**config.mk**
```make
export PLATFORM = sky130hd
export DESIGN_NAME = ahb_slave_mux
export DESIGN_NICKNAME = d
export VERILOG_FILES = /design/src/rtl/ahb_soc_pkg.sv /design/src/rtl/ahb_default_slave.sv /design/src/rtl/ahb_slave_mux.sv
export SDC_FILE = /design/constraint.sdc
export NUM_CORES = 1
export LEC_CHECK = 0
export CAP_MARGIN = 0
export CORE_AREA = 2 2 151 153
export CTS_CLUSTER_DIAMETER = 40
export DETAILED_ROUTE_END_ITERATION = 10
export DIE_AREA = 0 0 153 155
export PLACE_DENSITY_LB_ADDON = 0.25
export SYNTH_ARGS = -nofsm -noshare
export SYNTH_HDL_FRONTEND = slang
export SYNTH_SLANG_ARGS = --single-unit
```
**constraint.sdc**
```tcl
create_clock -name HCLK -period 2.45 [get_ports HCLK]
set_clock_uncertainty 0.1 [all_clocks]
set_input_delay 0.735 -clock HCLK [delete_from_list [all_inputs] [get_ports HCLK]]
set_output_delay 0.735 -clock HCLK [all_outputs]
set_load 0.02 [all_outputs]
```
**src/rtl/ahb_soc_pkg.sv**
```systemverilog
// Shared AHB-Lite SoC definitions: transfer encodings, decoder select codes,
// slave count and the default-slave state enum.
package ahb_soc_pkg;

  localparam int unsigned NUM_SLAVES = 10;
  localparam int unsigned SEL_W      = 4;
  localparam int unsigned CNT_W      = 8;

  localparam logic [1:0] HTRANS_IDLE   = 2'b00;
  localparam logic [1:0] HTRANS_BUSY   = 2'b01;
  localparam logic [1:0] HTRANS_NONSEQ = 2'b10;
  localparam logic [1:0] HTRANS_SEQ    = 2'b11;

  localparam logic [SEL_W-1:0] MUX_SEL_NOMAP = 4'hF;

  typedef enum logic [1:0] {
    DS_IDLE = 2'd0,
    DS_ERR1 = 2'd1,
    DS_ERR2 = 2'd2
  } ds_state_e;

  // True for transfers that need a real response (NONSEQ/SEQ).
  function automatic logic htrans_active(input logic [1:0] htrans);
    logic act;
    case (htrans)
      HTRANS_IDLE:   act = 1'b0;
      HTRANS_BUSY:   act = 1'b0;
      HTRANS_NONSEQ: act = 1'b1;
      HTRANS_SEQ:    act = 1'b1;
      default:       act = 1'b0;
    endcase
    return act;
  endfunction

endpackage

```
**src/rtl/ahb_default_slave.sv**
```systemverilog
// Default slave for unmapped addresses: two-cycle ERROR response FSM plus a
// saturating count of errors issued.
// Ports: clk_i/rst_ni (sync active-low), hready_i (system HREADY), hsel_i
// (unmapped select), htrans_i; ready_c_o/resp_c_o combinational from state,
// errcnt_o registered.
module ahb_default_slave
  import ahb_soc_pkg::*;
(
  input  logic             clk_i,
  input  logic             rst_ni,
  input  logic             hready_i,
  input  logic             hsel_i,
  input  logic [1:0]       htrans_i,
  output logic             ready_c_o,
  output logic             resp_c_o,
  output logic [CNT_W-1:0] errcnt_o
);

  ds_state_e        state_q, state_d;
  logic [CNT_W-1:0] cnt_q, cnt_d;

  // State and counter registers.
  always_ff @(posedge clk_i) begin
    if (!rst_ni) begin
      state_q <= DS_IDLE;
      cnt_q   <= '0;
    end else begin
      state_q <= state_d;
      cnt_q   <= cnt_d;
    end
  end

  // Next state. ERR2 has HREADY=1, so its address phase is sampled directly.
  always_comb begin
    state_d = state_q;
    case (state_q)
      DS_IDLE: if (hready_i && hsel_i && htrans_active(htrans_i)) state_d = DS_ERR1;
      DS_ERR1: state_d = DS_ERR2;
      DS_ERR2: state_d = (hsel_i && htrans_active(htrans_i)) ? DS_ERR1 : DS_IDLE;
      default: state_d = DS_IDLE;
    endcase
  end

  // ERR1 is only ever entered from another state, so state_d==ERR1 marks entry.
  always_comb begin
    cnt_d = cnt_q;
    if ((state_d == DS_ERR1) && (cnt_q != {CNT_W{1'b1}})) cnt_d = cnt_q + CNT_W'(1);
  end

  // Response outputs.
  always_comb begin
    ready_c_o = 1'b1;
    resp_c_o  = 1'b0;
    case (state_q)
      DS_ERR1: begin
        ready_c_o = 1'b0;
        resp_c_o  = 1'b1;
      end
      DS_ERR2: resp_c_o = 1'b1;
      default: ;
    endcase
  end

  assign errcnt_o = cnt_q;

endmodule

```
**src/rtl/ahb_slave_mux.sv**
```systemverilog
// AHB-Lite slave-to-master multiplexor with integrated default slave.
// Ports: HCLK/HRESETn (sync active-low); HTRANS, HSEL_NOMAP, MUX_SEL from the
// decoder/master; HRDATA_Sx/HREADYOUT_Sx/HRESP_Sx from slaves S0..S9;
// HRDATA/HREADY/HRESP to the master (HREADY is the system HREADY);
// NOMAP_ERRCNT counts default-slave ERROR responses.
module ahb_slave_mux
  import ahb_soc_pkg::*;
#(
  parameter int unsigned       DATA_W     = 32,
  parameter logic [DATA_W-1:0] NOMAP_DATA = 32'hDEAD_BEEF
) (
  input  logic              HCLK,
  input  logic              HRESETn,
  input  logic [1:0]        HTRANS,
  input  logic              HSEL_NOMAP,
  input  logic [SEL_W-1:0]  MUX_SEL,
  input  logic [DATA_W-1:0] HRDATA_S0, HRDATA_S1, HRDATA_S2, HRDATA_S3, HRDATA_S4,
  input  logic [DATA_W-1:0] HRDATA_S5, HRDATA_S6, HRDATA_S7, HRDATA_S8, HRDATA_S9,
  input  logic              HREADYOUT_S0, HREADYOUT_S1, HREADYOUT_S2, HREADYOUT_S3,
  input  logic              HREADYOUT_S4, HREADYOUT_S5, HREADYOUT_S6, HREADYOUT_S7,
  input  logic              HREADYOUT_S8, HREADYOUT_S9,
  input  logic              HRESP_S0, HRESP_S1, HRESP_S2, HRESP_S3, HRESP_S4,
  input  logic              HRESP_S5, HRESP_S6, HRESP_S7, HRESP_S8, HRESP_S9,
  output logic [DATA_W-1:0] HRDATA,
  output logic              HREADY,
  output logic              HRESP,
  output logic [CNT_W-1:0]  NOMAP_ERRCNT
);

  logic [SEL_W-1:0]  sel_q, sel_d;
  logic [DATA_W-1:0] slv_rdata [NUM_SLAVES];
  logic              slv_ready [NUM_SLAVES];
  logic              slv_resp  [NUM_SLAVES];
  logic              ds_ready_c, ds_resp_c;

  assign slv_rdata = '{HRDATA_S0, HRDATA_S1, HRDATA_S2, HRDATA_S3, HRDATA_S4,
                       HRDATA_S5, HRDATA_S6, HRDATA_S7, HRDATA_S8, HRDATA_S9};
  assign slv_ready = '{HREADYOUT_S0, HREADYOUT_S1, HREADYOUT_S2, HREADYOUT_S3, HREADYOUT_S4,
                       HREADYOUT_S5, HREADYOUT_S6, HREADYOUT_S7, HREADYOUT_S8, HREADYOUT_S9};
  assign slv_resp  = '{HRESP_S0, HRESP_S1, HRESP_S2, HRESP_S3, HRESP_S4,
                       HRESP_S5, HRESP_S6, HRESP_S7, HRESP_S8, HRESP_S9};

  // Data-phase select: captured only when the system accepts an address phase.
  assign sel_d = HREADY ? MUX_SEL : sel_q;

  always_ff @(posedge HCLK) begin
    if (!HRESETn) sel_q <= MUX_SEL_NOMAP;
    else          sel_q <= sel_d;
  end

  ahb_default_slave u_default_slave (
    .clk_i     (HCLK),
    .rst_ni    (HRESETn),
    .hready_i  (HREADY),
    .hsel_i    (HSEL_NOMAP),
    .htrans_i  (HTRANS),
    .ready_c_o (ds_ready_c),
    .resp_c_o  (ds_resp_c),
    .errcnt_o  (NOMAP_ERRCNT)
  );

  // Steering mux; any code outside 0..9 falls through to the default slave.
  always_comb begin
    HRDATA = NOMAP_DATA;
    HREADY = ds_ready_c;
    HRESP  = ds_resp_c;
    for (int i = 0; i < int'(NUM_SLAVES); i++) begin
      if (sel_q == SEL_W'(i)) begin
        HRDATA = slv_rdata[i];
        HREADY = slv_ready[i];
        HRESP  = slv_resp[i];
      end
    end
  end

endmodule

```
==> run metrics, run 1 <==
status=finished with violations; violated checks=setup timing; Crit. End Element=output port; Post-synth EDFFs=0; Area after DPL=8610 µm²; Max-Cap Viols=0; Worst setup SP type=flip-flop; most frequent cells in the layout=clkdlybuf4s50_1 (243), buf_4 (98), dlygate4sd2_1 (87), buf_6 (69), nor2_1 (55); start point of the critical path=sel_q[2]; cell count of the worst reg-to-reg path=9; Setup crit end=HRDATA[16]; CP max FO=6; leakage power figure=4.61 nW; R2R setup slack=-0.03 ns; vias in the first global route=6385; CTS clk-pin slew, worst paths=0.05 ns; Initial Utilization=15.8%; area delta synth->final=209%; Least-Margin Pin Slew=0.455 ns; GRT Total Usage=19.8%; hold_buf cts=0; share of cells above drive strength 1=42.0%; Worst Path Arrival=2.00 ns; H-tree levels=1; num ports=391; pre-CTS WS=-1.20 ns; VDD IR max=256 µV; total wire length=26.6 mm; post-placement cell count=1258; FF-to-FF End=u_default_slave.errcnt_o[1]; gpl congestion=0.834; CP required=1.62 ns; largest cells by area after synthesis=mux2i_1 (13%), a21oi_1 (9.6%), mux2_2 (8.4%); total CTS buffers=3; reg2reg start=sel_q[1]; commonest non-fill, non-tap cell in the layout=clkdlybuf4s50_1; clock sinks=14; final setup TNS=-9.21 ns; fin area=10800 µm²; post-synthesis sequential area ratio=8.00%; Overall Power=4.33 mW; Peak Freq=353 MHz; synthesized netlist cell count=528; first-pass iteration count of the detailed router=5; DR vias/cell=4.78; share of the synthesized area in the top cell type=13.1%; Yosys warning count=0; port bufs=389; post-synth design cell area=3500 µm²; Layout Nets=1403; initial antenna violation count=3; largest net degree at the start of global routing=26; Worst Slack Setup Final=-0.383 ns; Syn Area/Cell=6.64 µm²; Clk Tree Root Cell=clkbuf_16; # DRC=0; Synth cell types=53; Power per Cell Area=400 nW/µm²; post-DP HPWL=19.7 mm; WS Path Type=flip-flop to output port; global route overflow=0; 1st-iter DRT viols=294; leading area contributor after synthesis=mux2i_1; endpoints failing setup=37; Hold Slack=0.393 ns; die height=155 µm; Layout Utilization=48.8%; Vias=6382; Antenna Nets Post-Route=0; CTS max path bufs=2; die width=153 µm; worst hold-check path type=flip-flop to flip-flop; Max-slew headroom=69.5%; final cell count without fillers=1336; Post-Syn Nets=882; DR WL/cell=19.9 µm; first-pass GRT wire length=37.1 mm; Core Region=22200 µm²; RSZ-0062 raised after global routing=yes; Yosys reg bits=14; endpoints failing hold=0; Tcrit/Tclk final=116%; Final Critical Period=2.83 ns; DIE AREA=23700 µm²; CTS tree=done; Post-synth top flop=dfxtp_1; row cnt=55; Slew Viols, Final=0; worst skew pair latency=0.25 ns; fraction of registers with async set/reset=0%
[repair_timing]
item,in CTS,in global routing
buffers inserted,35,31
endpoints found under the setup margin,43,41
pin swaps,129,83
gates cloned,5,6
gates resized for setup,510,163
[power by group]
group	total [mW]	switching, mW	internal [mW]	leakage (nW)
clock	0.359	0.110	0.248	0.0442
combinational	3.68	1.64	2.03	4.45
sequential	0.296	0.0404	0.256	0.115
[worst max-delay path, cell delays in order (launching register included)]
cell and delay (ns):
dfxtp_4 0.40, buf_6 0.14, buf_6 0.09, nand3b_1 0.14
buf_6 0.15, o22ai_2 0.08, a222oi_1 0.31, o22ai_1 0.15
a21oi_2 0.13, buf_4 0.15
[registers in the layout, indices dropped and copies added, names as in the netlist]
| signal | cells |
|---|---|
| u_default_slave.state_q | 2 |
| sel_q | 4 |
| u_default_slave.errcnt_o | 8 |
[how the worst min path moves through the flow]
stage,from,end,slack [ns],depth (start not counted)
2_1_floorplan,u_default_slave.errcnt_o[6],u_default_slave.errcnt_o[6],0.45,2
5_1_grt,u_default_slave.errcnt_o[6],u_default_slave.errcnt_o[6],0.45,2
3_3_place_gp,u_default_slave.errcnt_o[6],u_default_slave.errcnt_o[6],0.38,2
6_report,u_default_slave.errcnt_o[6],u_default_slave.errcnt_o[6],0.39,2
4_1_cts,u_default_slave.errcnt_o[6],u_default_slave.errcnt_o[6],0.40,2
3_5_place_dp,u_default_slave.errcnt_o[6],u_default_slave.errcnt_o[6],0.39,2
[cells in the mapped netlist (8+ instances only)]
cell      count
clkbuf_1     22
o22ai_1      24
dfxtp_1      14
a21oi_1      67
mux2_2       26
buf_2        13
nand2_1      40
a22oi_1       8
o21ai_0      48
a211oi_1     18
mux2i_1      46
nor2_1       78
o221ai_1     15
[routing by layer]
| layer | wire (µm) | track usage (%) | vias to the layer above | share of wire, % |
|---|---|---|---|---|
| li1 | - | - | 3085 | - |
| met1 | 11100 | 24.9 | 3020 | 42 |
| met2 | 13600 | 35.8 | 251 | 51 |
| met3 | 1620 | 3.62 | 26 | 6.1 |
| met4 | 326 | 3.62 | 0 | 1.2 |
| met5 | 0 | 0 | - | 0 |
[final cells by class]
class	count	area (µm²)
fill	2126	11400
timing repair buffer	560	5730
multi-input combinational	463	4340
tap	285	357
sequential	14	295
clock buffer	4	88.8
inverter	7	26.3
antenna	3	7.51
[logic make-up after synthesis]
logic type / share of synthesized area (%)
flops: 8.00
fa+ha+maj: 1.79
mux: 21.5
buf+inv: 6.25
xor+xnor: 0.500
compound gates: 39.7
simple gates: 22.3
(Power assumes the default switching activity.)
==> run 2, diff against run 1 <==
--- a/config.mk
+++ b/config.mk
@@ -10,7 +10,9 @@
 export CTS_CLUSTER_DIAMETER = 40
 export DETAILED_ROUTE_END_ITERATION = 10
 export DIE_AREA = 0 0 153 155
+export GPL_TIMING_DRIVEN = 1
 export PLACE_DENSITY_LB_ADDON = 0.25
+export SETUP_SLACK_MARGIN = 0.05
 export SYNTH_ARGS = -nofsm -noshare
 export SYNTH_HDL_FRONTEND = slang
 export SYNTH_SLANG_ARGS = --single-unit
==> run metrics, run 2 (same netlist as run 1, synthesis figures left out) <==
gpl congestion=0.855 (was 0.834); Max-Cap Viols=0 (unchanged); Area after DPL=8620 µm² (was 8610 µm²); worst skew pair latency=0.25 ns (about the same); CTS clk-pin slew, worst paths=0.05 ns (about the same); Initial Utilization=15.8% (unchanged); multi-input combinational cell area=4180 µm² (was 4340 µm²); metal3 WL=1.48 mm (was 1.62 mm); CTS max path bufs=2 (unchanged); violated checks=setup timing (unchanged); first-pass GRT wire length=38.5 mm (was 37.1 mm); # DRC=0 (unchanged); Slew Viols, Final=0 (unchanged); Core Region=22200 µm² (unchanged); post-DP HPWL=19.9 mm (was 19.7 mm); max reg flops=8 (unchanged); num ports=391 (unchanged); leakage power figure=4.57 nW (was 4.61 nW); Clk Tree Root Cell=clkbuf_16 (unchanged); fin area=10600 µm² (was 10800 µm²); commonest non-fill, non-tap cell in the layout=clkdlybuf4s50_1 (unchanged); Layout Nets=1392 (was 1403); initial antenna violation count=1 (was 3); area delta synth->final=202% (was 209%); Layout Utilization=47.6% (was 48.8%); largest net degree at the start of global routing=26 (unchanged); CP required=1.62 ns (about the same); GRT Total Usage=20.7% (was 19.8%); status=finished with violations (unchanged); VDD IR max=335 µV (was 256 µV); Worst Path Arrival=2.03 ns (was 2.00 ns); Max-slew headroom=71.5% (was 69.5%); Tcrit/Tclk final=117% (was 116%); most frequent cells in the layout=clkdlybuf4s50_1 (216), dlygate4sd2_1 (127), buf_4 (90), buf_6 (62), nor2_1 (58) (was clkdlybuf4s50_1 (243), buf_4 (98), dlygate4sd2_1 (87), buf_6 (69), nor2_1 (55)); final-layout fill cell count=2193 (was 2126); Final Critical Period=2.86 ns (was 2.83 ns); Antenna Nets Post-Route=0 (unchanged); vias in the first global route=6568 (was 6385); total CTS buffers=3 (unchanged); worst hold-check path type=flip-flop to flip-flop (unchanged); Worst setup SP type=flip-flop (unchanged); die height=155 µm (unchanged); DR vias/cell=4.75 (was 4.78); highest metal used=met4 (unchanged); Critical Path Max Stage Delay=0.39 ns (was 0.40 ns); share of cells above drive strength 1=38.5% (was 42.0%); Least-Margin Pin Slew=0.426 ns (was 0.455 ns); wire length on met2=13.6 mm (about the same); Worst Slack Setup Final=-0.412 ns (was -0.383 ns); CP max FO=10 (was 6); Power per Cell Area=396 nW/µm² (was 400 nW/µm²); H-tree levels=1 (unchanged); DR WL/cell=19.8 µm (was 19.9 µm); Peak Freq=349 MHz (was 353 MHz); clock sinks=14 (unchanged); endpoints failing setup=37 (unchanged); FF+latch area=298 µm² (was 295 µm²); 1st-iter DRT viols=205 (was 294); first-pass iteration count of the detailed router=5 (unchanged); row cnt=55 (unchanged); endpoints failing hold=0 (unchanged); RSZ-0062 raised after global routing=yes (unchanged); CTS tree=done (unchanged); Crit. End Element=output port (unchanged); total wire length=26.2 mm (was 26.6 mm); port bufs=389 (unchanged); critical path's slowest cell=a222oi_1 (was dfxtp_4); die width=153 µm (unchanged); global route overflow=0 (unchanged); WS Path Type=flip-flop to output port (unchanged); WL met1=10.6 mm (was 11.1 mm); Vias=6287 (was 6382); crit path cell chain=buf_12 -> nor2b_4 -> buf_12 -> a21oi_2 -> a222oi_1 -> o22ai_1 -> a21oi_2 -> buf_4 (was buf_6 -> buf_6 -> nand3b_1 -> buf_6 -> o22ai_2 -> a222oi_1 -> o22ai_1 -> a21oi_2 -> buf_4); DIE AREA=23700 µm² (unchanged)
## run 2: cell count changes in the layout (fill, tap and decap cells not counted), moves of 9 or more
cell and delta:
dlymetal6s2s_1 -11, dlygate4sd2_1 +40, clkdlybuf4s50_1 -27, mux2i_2 -9, nand2_1 +11
## run 2: path summary, 6_finish.rpt
path,cells after the start,to,slack (ns),from
max,8,HRDATA[1],-0.41,sel_q[2]
min,2,u_default_slave.errcnt_o[6],0.40,u_default_slave.errcnt_o[6]
max reg2reg,10,u_default_slave.errcnt_o[3],-0.08,sel_q[2]
min reg2reg,2,u_default_slave.errcnt_o[6],0.40,u_default_slave.errcnt_o[6]
## run 2: layout make-up
cell class / instances / share of cell area (%)
Timing Repair Buffer: 549 / 53.2
Multi-Input combinational cell: 463 / 39.5
Tap cell: 285 / 3.37
Sequential cell: 14 / 2.81
Clock buffer: 4 / 0.840
Inverter: 7 / 0.248
Antenna cell: 1 / 0.0237
## run 2: metrics by stage
stage	total power, mW	worst slack [ns]	hold WS (ns)	std cells	TNS, ns
after CTS	4.00	-0.424	0.394	1307	-9.77
after global routing	4.43	-0.459	0.437	1322	-13.13
after global placement	3.01	-1.16	0.376	1247	-31.64
after floorplan	1.56	0.0326	0.446	528	0
final	4.19	-0.412	0.400	1323	-10.72
after detailed placement	3.02	-1.18	0.386	1247	-32.41
## run 2: repair_timing
action | 4_1_cts | 5_1_grt
gates resized for setup | 555 | 72
setup endpoints to repair | 45 | 41
pin swaps | 139 | 62
cloned | 7 | 0
buffers inserted | 50 | 17
hold buffers | 0 | 0
## run 2: power breakdown
group / internal (mW) / switching (mW)
combinational: 1.97 / 1.56
sequential: 0.257 / 0.0527
clock: 0.248 / 0.106
total: 2.48 / 1.71
## run 2: routing by layer
layer	track usage [%]	vias up
li1	-	3062
met1	24.9	2943
met2	38.6	244
met3	3.01	38
met4	5.11	0
met5	0	-
## run 2: worst max-delay path: cells and delay by family, from the launching register on
family | cells | cell delay, ns
AO/OA/AOI/OAI | 4 | 0.76
buffers and inverters | 3 | 0.45
flip-flops | 1 | 0.38
AND/OR/NAND/NOR | 1 | 0.19
